==> src/rtl/dot_feeder_pkg.sv <==
// dot_feeder_pkg
//   Shared types and constants for the dot-product operand feeder.
//   - stateT   : feeder FSM states (FILL, WAIT, OUT)
//   - LANES    : number of lanes presented to the dot-product core
//   - sat_add  : saturating signed add, used only when DOT_FEEDER_ACC_EN is defined
package dot_feeder_pkg;

    localparam int LANES      = 8;
    localparam int LANE_IDX_W = 3;

    typedef enum logic [1:0] {
        FILL = 2'd0,
        WAIT = 2'd1,
        OUT  = 2'd2
    } stateT;

    // Adds two sign-extended values and clamps the result to the signed
    // range of a 'width'-bit number; the caller truncates back to width.
    function automatic logic signed [63:0] sat_add(input logic signed [63:0] x,
                                                   input logic signed [63:0] y,
                                                   input int              width);
        logic signed [63:0] sum;
        logic signed [63:0] maxV;
        logic signed [63:0] minV;
        sum  = x + y;
        maxV = (64'sd1 <<< (width - 1)) - 64'sd1;
        minV = -maxV - 64'sd1;
        if (sum > maxV) begin
            return maxV;
        end
        if (sum < minV) begin
            return minV;
        end
        return sum;
    endfunction

endpackage

==> src/rtl/dot_feeder_if.sv <==
// dot_feeder_if
//   Element stream (s_*) into the feeder and result stream (m_*) out of it.
//   - s_valid_i/s_ready_o : element handshake
//   - s_a_i, s_b_i        : signed operands a and b
//   - s_last_i            : element closes the current vector / group
//   - m_valid_o/m_ready_i : result handshake
//   - m_data_o            : signed result
//   Modports: slave = the feeder, master = the element source / result sink.
interface dot_feeder_if #(
    parameter  int IN_SIZE_0 = 4,
    parameter  int IN_SIZE_1 = 8,
    localparam int OUT_SIZE  = IN_SIZE_0 + IN_SIZE_1 + 4
);

    logic                        s_valid_i;
    logic                        s_ready_o;
    logic signed [IN_SIZE_0-1:0] s_a_i;
    logic signed [IN_SIZE_1-1:0] s_b_i;
    logic                        s_last_i;
    logic                        m_valid_o;
    logic                        m_ready_i;
    logic signed [OUT_SIZE-1:0]  m_data_o;

    modport slave (
        input  s_valid_i, s_a_i, s_b_i, s_last_i, m_ready_i,
        output s_ready_o, m_valid_o, m_data_o
    );

    modport master (
        output s_valid_i, s_a_i, s_b_i, s_last_i, m_ready_i,
        input  s_ready_o, m_valid_o, m_data_o
    );

endinterface

==> src/rtl/dot_feeder_lane_buf.sv <==
// dot_lane_buf
//   8-lane a/b operand register file driving the dot-product core.
//   - clk_i, rst_ni        : clock, async active-low reset (all lanes to 0)
//   - wrEn_i, wrIdx_i      : write lane wrIdx_i with wrA_i/wrB_i
//   - padAbove_i           : on the same write, clear every lane above wrIdx_i
//   - lanesA_o, lanesB_o   : lane contents, held until the next write
module dot_lane_buf
    import dot_feeder_pkg::*;
#(
    parameter int A_W = 4,
    parameter int B_W = 8
) (
    input  logic                         clk_i,
    input  logic                         rst_ni,
    input  logic                         wrEn_i,
    input  logic [LANE_IDX_W-1:0]        wrIdx_i,
    input  logic [A_W-1:0]               wrA_i,
    input  logic [B_W-1:0]               wrB_i,
    input  logic                         padAbove_i,
    output logic [LANES-1:0][A_W-1:0]    lanesA_o,
    output logic [LANES-1:0][B_W-1:0]    lanesB_o
);

    // Lanes only move on a write; a short vector zero-pads the unused upper
    // lanes in the same edge so the core never sees stale operands there.
    always_ff @(posedge clk_i or negedge rst_ni) begin
        if (!rst_ni) begin
            lanesA_o <= '0;
            lanesB_o <= '0;
        end else if (wrEn_i) begin
            for (int j = 0; j < LANES; j++) begin
                if (j == int'(wrIdx_i)) begin
                    lanesA_o[j] <= wrA_i;
                    lanesB_o[j] <= wrB_i;
                end else if (padAbove_i && (j > int'(wrIdx_i))) begin
                    lanesA_o[j] <= '0;
                    lanesB_o[j] <= '0;
                end
            end
        end
    end

endmodule

==> src/rtl/dot_feeder.sv <==
// dot_feeder
//   Packs a serial (a,b) element stream into 8-lane operand vectors for the
//   dot-product core, waits CORE_LAT edges, adds the core's two partial sums
//   and offers the result on a valid/ready output.
//   - clk_i, rst_ni      : clock, async active-low reset
//   - bus (slave)        : element stream in, result stream out
//   - core_in_0_o/1_o    : lane operands a/b to the core
//   - core_out_i         : the core's two partial sums
//   Optional macro DOT_FEEDER_ACC_EN: accumulate vector results across a
//   group closed by s_last_i, with saturation, emitting one result per group.
module dot_feeder
    import dot_feeder_pkg::*;
#(
    parameter  int IN_SIZE_0 = 4,
    parameter  int IN_SIZE_1 = 8,
    parameter  int CORE_LAT  = 3,
    localparam int OUT_SIZE  = IN_SIZE_0 + IN_SIZE_1 + 4
) (
    input  logic                             clk_i,
    input  logic                             rst_ni,
    dot_feeder_if.slave                      bus,
    output logic [LANES-1:0][IN_SIZE_0-1:0]  core_in_0_o,
    output logic [LANES-1:0][IN_SIZE_1-1:0]  core_in_1_o,
    input  logic [1:0][OUT_SIZE-1:0]         core_out_i
);

    localparam int CW = $clog2(CORE_LAT + 1);

    stateT                      state_q, state_d;
    logic [LANE_IDX_W-1:0]      laneCnt_q, laneCnt_d;
    logic [CW-1:0]              waitCnt_q, waitCnt_d;
    logic signed [OUT_SIZE-1:0] mData_q, mData_d;
    logic                       accepted;
    logic                       closing;
    logic signed [OUT_SIZE-1:0] sumW;
`ifdef DOT_FEEDER_ACC_EN
    logic                       lastSeen_q, lastSeen_d;
    logic signed [OUT_SIZE-1:0] acc_q, acc_d;
    logic signed [OUT_SIZE-1:0] accSum;
`endif

    assign bus.s_ready_o = (state_q == FILL);
    assign bus.m_valid_o = (state_q == OUT);
    assign bus.m_data_o  = mData_q;

    assign accepted = bus.s_valid_i && bus.s_ready_o;
    assign closing  = accepted && ((laneCnt_q == LANE_IDX_W'(LANES - 1)) || bus.s_last_i);
    assign sumW     = $signed(core_out_i[0]) + $signed(core_out_i[1]);

`ifdef DOT_FEEDER_ACC_EN
    assign accSum = OUT_SIZE'(sat_add(64'(acc_q), 64'(sumW), OUT_SIZE));
`endif

    dot_lane_buf #(
        .A_W (IN_SIZE_0),
        .B_W (IN_SIZE_1)
    ) u_lane_buf (
        .clk_i      (clk_i),
        .rst_ni     (rst_ni),
        .wrEn_i     (accepted),
        .wrIdx_i    (laneCnt_q),
        .wrA_i      (bus.s_a_i),
        .wrB_i      (bus.s_b_i),
        .padAbove_i (closing),
        .lanesA_o   (core_in_0_o),
        .lanesB_o   (core_in_1_o)
    );

    // All feeder state; reset silently abandons any vector in flight.
    always_ff @(posedge clk_i or negedge rst_ni) begin
        if (!rst_ni) begin
            state_q    <= FILL;
            laneCnt_q  <= '0;
            waitCnt_q  <= '0;
            mData_q    <= '0;
`ifdef DOT_FEEDER_ACC_EN
            lastSeen_q <= 1'b0;
            acc_q      <= '0;
`endif
        end else begin
            state_q    <= state_d;
            laneCnt_q  <= laneCnt_d;
            waitCnt_q  <= waitCnt_d;
            mData_q    <= mData_d;
`ifdef DOT_FEEDER_ACC_EN
            lastSeen_q <= lastSeen_d;
            acc_q      <= acc_d;
`endif
        end
    end

    // Next state. The wait counter is loaded with CORE_LAT on the closing
    // edge, so the sample happens on the edge where it still reads 1, which
    // is the CORE_LAT-th edge after the lanes were updated.
    always_comb begin
        state_d    = state_q;
        laneCnt_d  = laneCnt_q;
        waitCnt_d  = waitCnt_q;
        mData_d    = mData_q;
`ifdef DOT_FEEDER_ACC_EN
        lastSeen_d = lastSeen_q;
        acc_d      = acc_q;
`endif
        case (state_q)
            FILL: begin
                if (accepted) begin
                    laneCnt_d = laneCnt_q + LANE_IDX_W'(1);
                    if (closing) begin
                        state_d   = WAIT;
                        laneCnt_d = '0;
                        waitCnt_d = CW'(CORE_LAT);
`ifdef DOT_FEEDER_ACC_EN
                        lastSeen_d = bus.s_last_i;
`endif
                    end
                end
            end
            WAIT: begin
                waitCnt_d = waitCnt_q - CW'(1);
                if (waitCnt_q == CW'(1)) begin
`ifdef DOT_FEEDER_ACC_EN
                    if (lastSeen_q) begin
                        mData_d = accSum;
                        acc_d   = '0;
                        state_d = OUT;
                    end else begin
                        acc_d   = accSum;
                        state_d = FILL;
                    end
`else
                    mData_d = sumW;
                    state_d = OUT;
`endif
                end
            end
            OUT: begin
                if (bus.m_ready_i) begin
                    state_d   = FILL;
                    laneCnt_d = '0;
                end
            end
            default: begin
                state_d = FILL;
            end
        endcase
    end

endmodule
==> src/flat_wrapper.sv <==
// flat-port wrapper written by rule: the top's interface ports become plain ports
module dot_feeder_flat import dot_feeder_pkg::*;
#(
    parameter  int IN_SIZE_0 = 4,
    parameter  int IN_SIZE_1 = 8,
    parameter  int CORE_LAT  = 3,
    localparam int OUT_SIZE  = IN_SIZE_0 + IN_SIZE_1 + 4
)
  (clk_i, rst_ni, core_in_0_o, core_in_1_o, core_out_i, bus_s_valid_i, bus_s_a_i, bus_s_b_i, bus_s_last_i, bus_m_ready_i, bus_s_ready_o, bus_m_valid_o, bus_m_data_o);
  dot_feeder_if #(.IN_SIZE_0(IN_SIZE_0), .IN_SIZE_1(IN_SIZE_1)) bus_i ();
  input  logic clk_i;
  input  logic rst_ni;
  output logic [LANES-1:0][IN_SIZE_0-1:0] core_in_0_o;
  output logic [LANES-1:0][IN_SIZE_1-1:0] core_in_1_o;
  input  logic [1:0][OUT_SIZE-1:0] core_out_i;
  input wire logic [$bits(bus_i.s_valid_i)-1:0] bus_s_valid_i;
  input wire logic [$bits(bus_i.s_a_i)-1:0] bus_s_a_i;
  input wire logic [$bits(bus_i.s_b_i)-1:0] bus_s_b_i;
  input wire logic [$bits(bus_i.s_last_i)-1:0] bus_s_last_i;
  input wire logic [$bits(bus_i.m_ready_i)-1:0] bus_m_ready_i;
  output wire logic [$bits(bus_i.s_ready_o)-1:0] bus_s_ready_o;
  output wire logic [$bits(bus_i.m_valid_o)-1:0] bus_m_valid_o;
  output wire logic [$bits(bus_i.m_data_o)-1:0] bus_m_data_o;
  assign bus_i.s_valid_i = bus_s_valid_i;
  assign bus_i.s_a_i = bus_s_a_i;
  assign bus_i.s_b_i = bus_s_b_i;
  assign bus_i.s_last_i = bus_s_last_i;
  assign bus_i.m_ready_i = bus_m_ready_i;
  assign bus_s_ready_o = bus_i.s_ready_o;
  assign bus_m_valid_o = bus_i.m_valid_o;
  assign bus_m_data_o = bus_i.m_data_o;
  dot_feeder #(.IN_SIZE_0(IN_SIZE_0), .IN_SIZE_1(IN_SIZE_1), .CORE_LAT(CORE_LAT)) u_core (.clk_i(clk_i), .rst_ni(rst_ni), .bus(bus_i), .core_in_0_o(core_in_0_o), .core_in_1_o(core_in_1_o), .core_out_i(core_out_i));
endmodule
==> config.mk <==
export PLATFORM = sky130hd
export DESIGN_NAME = dot_feeder_flat
export DESIGN_NICKNAME = d
export VERILOG_FILES = /design/src/rtl/dot_feeder_pkg.sv /design/src/rtl/dot_feeder_if.sv /design/src/rtl/dot_feeder_lane_buf.sv /design/src/rtl/dot_feeder.sv /design/src/flat_wrapper.sv
export SDC_FILE = /design/constraint.sdc
export NUM_CORES = 1
export LEC_CHECK = 0
export ABC_AREA = 0
export CORE_ASPECT_RATIO = 1.25
export CORE_MARGIN = 2
export CORE_UTILIZATION = 47
export DETAILED_ROUTE_END_ITERATION = 8
export PLACE_DENSITY = 0.88
export SKIP_CTS_REPAIR_TIMING = 1
export SLEW_MARGIN = 0
export SYNTH_ARGS = -nofsm -noshare
export SYNTH_HDL_FRONTEND = slang
export SYNTH_HIERARCHICAL = 1
export SYNTH_SLANG_ARGS = --single-unit
==> constraint.sdc <==
create_clock -name clk_i -period 2.18 [get_ports clk_i]
set_input_delay 0.436 -clock clk_i [delete_from_list [all_inputs] [get_ports clk_i]]
set_output_delay 0.436 -clock clk_i [all_outputs]
set_load 0.1 [all_outputs]
==> metrics.txt, run 1 <==
outcome completed; Detailed Routing Iterations Pass 1 5; Worst setup SP type input port; Routability Congestion just under 0.9; Clk Latency, worst-skew pair 400 ps; fin area ~0.0078 sq mm; CP endpoint kind flip-flop; Clk pin slew, worst setup/hold paths about 60 ps; die height about 120 um; number of flops mapped to enable cells by yosys 0; cell area after synthesis between 0.005 and 0.006 sq mm; ys flop type dfrtp_1; GR Util met3 0.0713; skew final 6.54 ps; H-tree depth 4; Die Area ~0.012 sq mm; CTS Sinks about 120; met1 Usage GRT 0.299; max_cap viols 0; Initial Util 0.484; critical path's slowest cell clkdlybuf4s50_1; first-pass GRT wire length 23.8 mm; CP Class input port to flip-flop; unrepaired setup endpoints after global routing false; worst-path fanout max 3; Req. time, crit path 2490 ps; Syn. warnings 6; Post-DP Area ~0.0072 sq mm; initial antenna violation count 0; via/cell ratio between 5 and 6; Detail Route Antenna Nets 0; total wire length approximately 15 mm; count of final setup violators 0; Die W about 100 um; n_diodes 0; fin nets 728; crit path cell chain clkdlybuf4s50_1, ha_1, a21o_1, a221o_1, and4_4, o31a_1, o31ai_2; Arr. time, crit path between 2000 and 2500 ps; Post-Synthesis Cells 466; First DRT Iteration DRCs between 300 and 400; gr ovfl total 0; clock buffer count from CTS 17; DRC errors left 0; largest net degree at the start of global routing 50; FFs w/ async S/R, synth 1.00; number of synthesized register bits between 100 and 150; slew at the pin closest to its max-slew limit 502 ps; CTS Buffer Depth 2; Area growth, synth to finish 44.9%; commonest non-fill, non-tap cell in the layout buf_4; Distinct cells, synth 59; # rows 43; IO Pins ~160; Slew headroom 0.665; Tcrit/Tclk final 0.969; core area around 0.011 sq mm; count of pins over their slew limit 0; WL/cell approximately 19 um; Tot GR Track Use 0.246; routed via count roughly 4700; fmax between 400 and 500 MHz; Seq/Total Area, Yosys 0.552; commonest cells after routing, fill and taps aside buf_4 (162), dfrtp_1 (119), a22o_1 (74); final hold violation count 0; syn_nets 534; Avg Synthesized Cell Area 11.6 sq um; CTS tree built; max incr delay on CP 410 ps; crit path time final about 2100 ps; met2 Use GR 0.416; busiest grt layer met2; port bufs approximately 160; HPWL Detailed between 10 and 15 mm; setup TNS 0 ps; share of cells above drive strength 1 0.353; Min-Delay Path Class input port to asynchronous set/reset pin; root buf cell clkbuf_16; vias in the first global route 4629
cells in the mapped netlist, drive strengths merged, types with 2 or more instances:
| master | count | area, sq um |
|---|---|---|
| and3 | 3 | 20.0 |
| o211ai | 3 | 22.5 |
| or2 | 2 | 12.5 |
| o21ai | 24 | 120 |
| nand2b | 3 | 26.3 |
| nand2 | 57 | 214 |
| a21oi | 15 | 75.1 |
| ha | 18 | 225 |
| inv | 6 | 22.5 |
| xor2 | 5 | 43.8 |
| or3 | 2 | 12.5 |
| nand4 | 3 | 18.8 |
| a31oi | 3 | 31.3 |
| o21a | 3 | 22.5 |
| nor2b | 4 | 27.5 |
| mux2i | 2 | 20.0 |
| o31ai | 2 | 15.0 |
| buf | 27 | 159 |
| clkbuf | 13 | 48.8 |
| a21o | 7 | 52.6 |
| o2111ai | 2 | 17.5 |
| mux2 | 14 | 158 |
| nor3b | 2 | 15.0 |
| and4 | 3 | 30.0 |
| dfrtp | 119 | 2980 |
| xnor2 | 2 | 17.5 |
| nand3 | 8 | 40.0 |
| o311a | 2 | 20.0 |
| a31o | 2 | 17.5 |
| and2 | 2 | 12.5 |
| nor3 | 6 | 41.3 |
| a22o | 74 | 648 |
| nor2 | 13 | 48.8 |
final timing paths:
kind / start / to / slack, ps / cells after the start
hold / removal: rst_ni / u_core/u_lane_buf/lanesB_o[32] / 6 / 1
min in group clk_i: core_out_i[0] / u_core/bus.m_data_o[0] / 410 / 4
hold reg to reg: u_core/bus.m_data_o[6] / u_core/bus.m_data_o[6] / 480 / 2
setup / recovery: core_out_i[2] / u_core/bus.m_data_o[14] / 70 / 7
setup reg to reg: u_core/laneCnt_q[0] / u_core/u_lane_buf/lanesB_o[27] / 280 / 8
max in group asynchronous: rst_ni / u_core/u_lane_buf/lanesA_o[1] / 1550 / 2
routing by layer:
metal,up-vias,part of all wire
li1,2110,-
met2,270,0.50
met1,2281,0.39
met4,0,0.022
met5,-,0
met3,35,0.092
kinds of logic after synthesis:
| family | Yosys count | share of synthesized area |
|---|---|---|
| XOR/XNOR | 7 | 0.0114 |
| AO/OA/AOI/OAI | 144 | 0.205 |
| flip-flops | 119 | 0.552 |
| adder cells (fa/ha/maj) | 19 | 0.0455 |
| AND/OR/NAND/NOR | 115 | 0.110 |
| buffers and inverters | 46 | 0.0427 |
| multiplexers | 16 | 0.0330 |
metrics by stage:
step / std cells / setup slack [ps] / util / hold WS, ps
final: 807 / 67.7 / 0.701 / 5.64
after global routing: 807 / 7.38 / 0.701 / 32.3
after CTS: 803 / -122 / 0.694 / 3.55
after detailed placement: 772 / -536 / 0.642 / 437
after global placement: 772 / -495 / 0.642 / 428
after floorplan: 466 / 7.36 / - / 140
cell type report:
class / instances / area [sq um]
clock inverters: 14 / 153
multi-input cells: 301 / 2230
well taps: 135 / 169
flip-flops and latches: 119 / 2980
inverters: 6 / 22.5
fillers: 749 / 3330
repair buffers: 215 / 1830
clock buffers: 17 / 425
worst max-delay path, delay by kind of cell:
family	cells	cell delay, ps
AO/OA/AOI/OAI	4	1060
adder cells (fa/ha/maj)	1	310
buffers and inverters	1	410
AND/OR/NAND/NOR	1	200
state kept, by name, summed over array words and instances (netlist names):
signal                      cells
u_core/u_lane_buf/lanesA_o     32
u_core/waitCnt_q                2
u_core/bus.m_data_o            16
u_core/u_lane_buf/lanesB_o     64
u_core/laneCnt_q                3
u_core/state_q                  2
Power of run 1 is not shown: default switching activity piles up to over one toggle a cycle in this logic, so the estimate is an artifact.
==> run 2: changes to the inputs <==
- GPL_ROUTABILITY_DRIVEN: default -> 0
==> run 2 against run 1 <==
The flow now finishes with violations (negative hold slack); clock-buffer cell count rose by 1; fmax fell by 0.69%; utilization rose by 0.25 points; critical path type unchanged; via count fell by 0.30%; largest cell class unchanged; final cell count fell by 0.12%; global-route usage rose by 0.13 points; die area did not move; clock skew rose by 4.0 ps.
==> metrics.txt, run 2 (synthesis results as in run 1) <==
CTS Sinks roughly 120; DRC errors left 0; busiest grt layer met2; WL/cell between 15 and 20 um; critical path's slowest cell clkdlybuf4s50_1; Arr. time, crit path ~2500 ps; CP endpoint kind flip-flop; IO Pins about 160; final hold violation count 10; met1 Usage GRT 0.308; CP Class input port to flip-flop; Min-Delay Path Class input port to asynchronous set/reset pin; Die W around 100 um; die height ~120 um; gr ovfl total 0; routed via count roughly 4700; max incr delay on CP 410 ps; Worst Path Buf+Inv 2; Slew headroom 0.672; Clk Latency, worst-skew pair between 400 and 500 ps; port bufs ~160; Area growth, synth to finish 45.4%; root buf cell clkbuf_16; core area between 0.01 and 0.015 sq mm; slew at the pin closest to its max-slew limit slightly below 500 ps; met2 Use GR 0.418; worst hold slack -8.92 ps; share of cells above drive strength 1 0.350; fmax ~470 MHz; Clk pin slew, worst setup/hold paths 60 ps; H-tree depth 4; Die Area 0.0123 sq mm; Reg with most FFs u_core/u_lane_buf/lanesB_o; largest net degree at the start of global routing 50; total wire length roughly 15 mm; via/cell ratio slightly below 6; CTS tree built; worst-path fanout max 3; skew final around 11 ps; crit path cell chain clkdlybuf4s50_1, ha_1, and3_2, a221o_1, buf_4, nor3b_2, or3_1, nand3_1; # rows 43; outcome finished with violations; Req. time, crit path around 2500 ps; clock buffer count from CTS 17; commonest cells after routing, fill and taps aside buf_4 (160), dfrtp_1 (119), a22o_1 (74); worst setup margin about 53 ps; HPWL Detailed between 10 and 15 mm; CP delay by family, top simple AND/OR/NAND/NOR gates; initial antenna violation count 0; Detail Route Antenna Nets 0; GR Util met3 0.0701; crit path time final 2130 ps; count of pins over their slew limit 0; vias in the first global route 4561; Worst setup SP type input port; commonest non-fill, non-tap cell in the layout buf_4; max_cap viols 0; fin util 0.704; Tot GR Track Use 0.247; first-pass GRT wire length 23.7 mm; fin nets ~730; pre-CTS WS -556 ps; Tcrit/Tclk final 0.976; failing checks negative hold slack; unrepaired setup endpoints after global routing false; CTS Buffer Depth 2; max reg flops 64; n_diodes 0; Initial Util 0.484; Detailed Routing Iterations Pass 1 6; First DRT Iteration DRCs 324; count of final setup violators 0
==> run 2: path summary, 6_finish.rpt <==
kind	start	end	slack (ps)	cells past startpoint
max	core_out_i[19]	u_core/bus.m_data_o[12]	50	8
min	rst_ni	u_core/u_lane_buf/lanesB_o[38]	-9	1
max reg2reg	u_core/laneCnt_q[0]	u_core/u_lane_buf/lanesB_o[26]	260	8
min reg2reg	u_core/bus.m_data_o[5]	u_core/bus.m_data_o[5]	490	2
max in group asynchronous	rst_ni	u_core/u_lane_buf/lanesA_o[0]	1570	2
min in group clk_i	core_out_i[0]	u_core/bus.m_data_o[0]	380	4
==> run 2: metrics by stage <==
step / instance area [sq um] / setup TNS [ps] / hold slack (ps) / cells
4_1_cts: 7750 / -205 / -5.30 / 802
6_report: 7840 / 0 / -8.92 / 806
2_1_floorplan: 5410 / 0 / 140 / 466
3_5_place_dp: 7140 / -3600 / 433 / 770
5_1_grt: 7840 / 0 / 19.3 / 806
3_3_place_gp: 7140 / -2770 / 431 / 770
==> run 2: area by class of cell <==
| type | instances | area, sq um |
|---|---|---|
| Fill cell | 749 | 3300 |
| Sequential cell | 119 | 2980 |
| Multi-Input combinational cell | 301 | 2240 |
| Timing Repair Buffer | 213 | 1810 |
| Clock buffer | 18 | 429 |
| Clock inverter | 14 | 188 |
| Tap cell | 135 | 169 |
| Inverter | 6 | 22.5 |
==> run 2: routing by layer <==
metal / routed length [um] / up-vias / part of all wire
met3: 1320 / 27 / 0.086
met5: 0 / - / 0
met2: 7900 / 270 / 0.51
met4: 246 / 0 / 0.016
met1: 5970 / 2289 / 0.39
li1: - / 2096 / -
==> run 2: worst register-to-register path: stages, from the launching register on <==
cell and delay [ps]:
dfrtp_1 380, ha_1 200, ha_1 210, nor2_1 140, nor2_2 80, buf_4 140
a21o_1 150, nand2_1 340, a22o_1 210
Power of run 2 is left out for the same reason.
==> run 3: changes to the inputs <==
- CAP_MARGIN: default -> 20
- REMOVE_ABC_BUFFERS: default -> 1
- TNS_END_PERCENT: default -> 10
==> run 3 against run 2 <==
The run still ends with negative hold slack left; die area unchanged; utilization is 0.067 points higher; final cell count increased by 0.50%; worst setup slack lost 14 ps; clock-buffer cell count increased by 1; sequential cell count is the same; non-clock buffer count rose by 4; clock skew decreased by 1.7 ps; register-to-register slack worse by 110 ps; critical path depth unchanged; sequential share of layout area hardly changed; critical path type unchanged; critical endpoint is now u_core/bus.m_data_o[8]; largest cell class unchanged; highest routed layer unchanged.
==> metrics.txt, run 3 (synthesis results as in run 1) <==
Clk pin slew, worst setup/hold paths ~60 ps; Detail Route Antenna Nets 0; clock buffer count from CTS 17; Arr. time, crit path 2480 ps; Die W approximately 100 um; IO Pins approximately 160; Initial Util 0.484; core area 0.0111 sq mm; port bufs approximately 160; vias in the first global route 4900; commonest non-fill, non-tap cell in the layout buf_4; CTS Sinks ~120; failing checks negative hold slack; worst-path fanout max 3; DP Cell Count between 700 and 800; unrepaired setup endpoints after global routing true; fin util 0.704; setup TNS 0 ps; fmax 467 MHz; CTS tree built; skew final 8.83 ps; fin area about 0.0078 sq mm; Req. time, crit path 2520 ps; Min-Delay Path Class input port to asynchronous set/reset pin; crit path cell chain clkdlybuf4s50_1, ha_1, a21o_1, a221o_1, buf_6, a21oi_1, or4b_2, nand3_1; Worst setup SP type input port; via/cell ratio approximately 5.9; # rows between 40 and 50; fillcell total about 770; HPWL Detailed approximately 11 mm; CP Class input port to flip-flop; root buf cell clkbuf_16; n_diodes 0; Area growth, synth to finish 45.5%; share of cells above drive strength 1 0.350; CTS Buffer Depth 2; total wire length between 15 and 20 mm; largest net degree at the start of global routing 43; DRC errors left 0; critical path's slowest cell or4b_2; multi-input logic area between 0.002 and 0.0025 sq mm; count of final setup violators 0; Post-DP Area between 0.007 and 0.008 sq mm; Reg with most FFs u_core/u_lane_buf/lanesB_o; final hold violation count 14; Non-Filler Instances between 800 and 900; gr ovfl total 0; reg2reg path depth 7; max reg flops 64; slew at the pin closest to its max-slew limit approximately 670 ps; die height 124 um; outcome finished with violations; first-pass GRT wire length around 25 mm; commonest cells after routing, fill and taps aside buf_4 (163), dfrtp_1 (119), a22o_1 (74); Tcrit/Tclk final 0.982; crit path time final 2140 ps; Tot GR Track Use 0.270; initial antenna violation count 0; Die Area roughly 0.012 sq mm; Clk Latency, worst-skew pair between 400 and 500 ps; H-tree depth 4; routed via count ~4800; WL/cell approximately 20 um; max_cap viols 0; max incr delay on CP approximately 620 ps; Slew headroom 0.549; Detailed Routing Iterations Pass 1 5; fin nets 730; First DRT Iteration DRCs 291; worst hold slack -15.7 ps; CP endpoint kind flip-flop; FF+latch area between 0.002 and 0.003 sq mm; count of pins over their slew limit 0
## run 3: cell count changes in the layout (fill, tap and decap cells not counted), sizes merged
| cell | delta |
|---|---|
| clkbuf | +1 |
| clkinv | +3 |
| buf | +4 |
| clkdlybuf4s50 | +2 |
| clkinvlp | +2 |
| dlymetal6s2s | -2 |
| inv | -6 |
## run 3: layout make-up
cell class / count / share of cell area
flip-flops and latches: 119 / 0.380
multi-input cells: 301 / 0.282
repair buffers: 217 / 0.235
clock buffers: 19 / 0.0577
clock inverters: 13 / 0.0217
well taps: 135 / 0.0215
inverters: 6 / 0.00287
## run 3: per-layer routing
metal | vias up | GRT usage | part of all wire
met5 | - | 0 | 0
met4 | 0 | 0.127 | 0.036
met3 | 43 | 0.0853 | 0.10
met2 | 281 | 0.462 | 0.50
met1 | 2321 | 0.310 | 0.37
li1 | 2107 | - | -
## run 3: worst max-delay path, delay by kind of cell
kind | cells | cell delay [ps]
AOI/OAI and AO/OA | 3 | 480
adders and majority gates | 1 | 310
buffers and inverters | 2 | 550
and+or+nand+nor | 2 | 710
## run 3: metrics by stage
stage / setup slack (ps) / hold WS, ps
finish: 38.7 / -15.7
global route: -9.39 / 5.52
CTS: -261 / -1.14
detailed placement: -708 / 427
global placement: -577 / 425
floorplan: -1150 / 140
## run 3: path summary, 6_finish.rpt
path	from	to	slack [ps]
worst max-delay path	core_out_i[18]	u_core/bus.m_data_o[8]	40
worst min-delay path	rst_ni	u_core/u_lane_buf/lanesA_o[9]	-20
worst max register to register	u_core/laneCnt_q[0]	u_core/u_lane_buf/lanesB_o[35]	150
worst min register to register	u_core/bus.m_data_o[4]	u_core/bus.m_data_o[4]	490
max in group asynchronous	rst_ni	u_core/u_lane_buf/lanesA_o[25]	1580
min in group clk_i	core_out_i[0]	u_core/bus.m_data_o[0]	420
Power of run 3 is left out for the same reason.
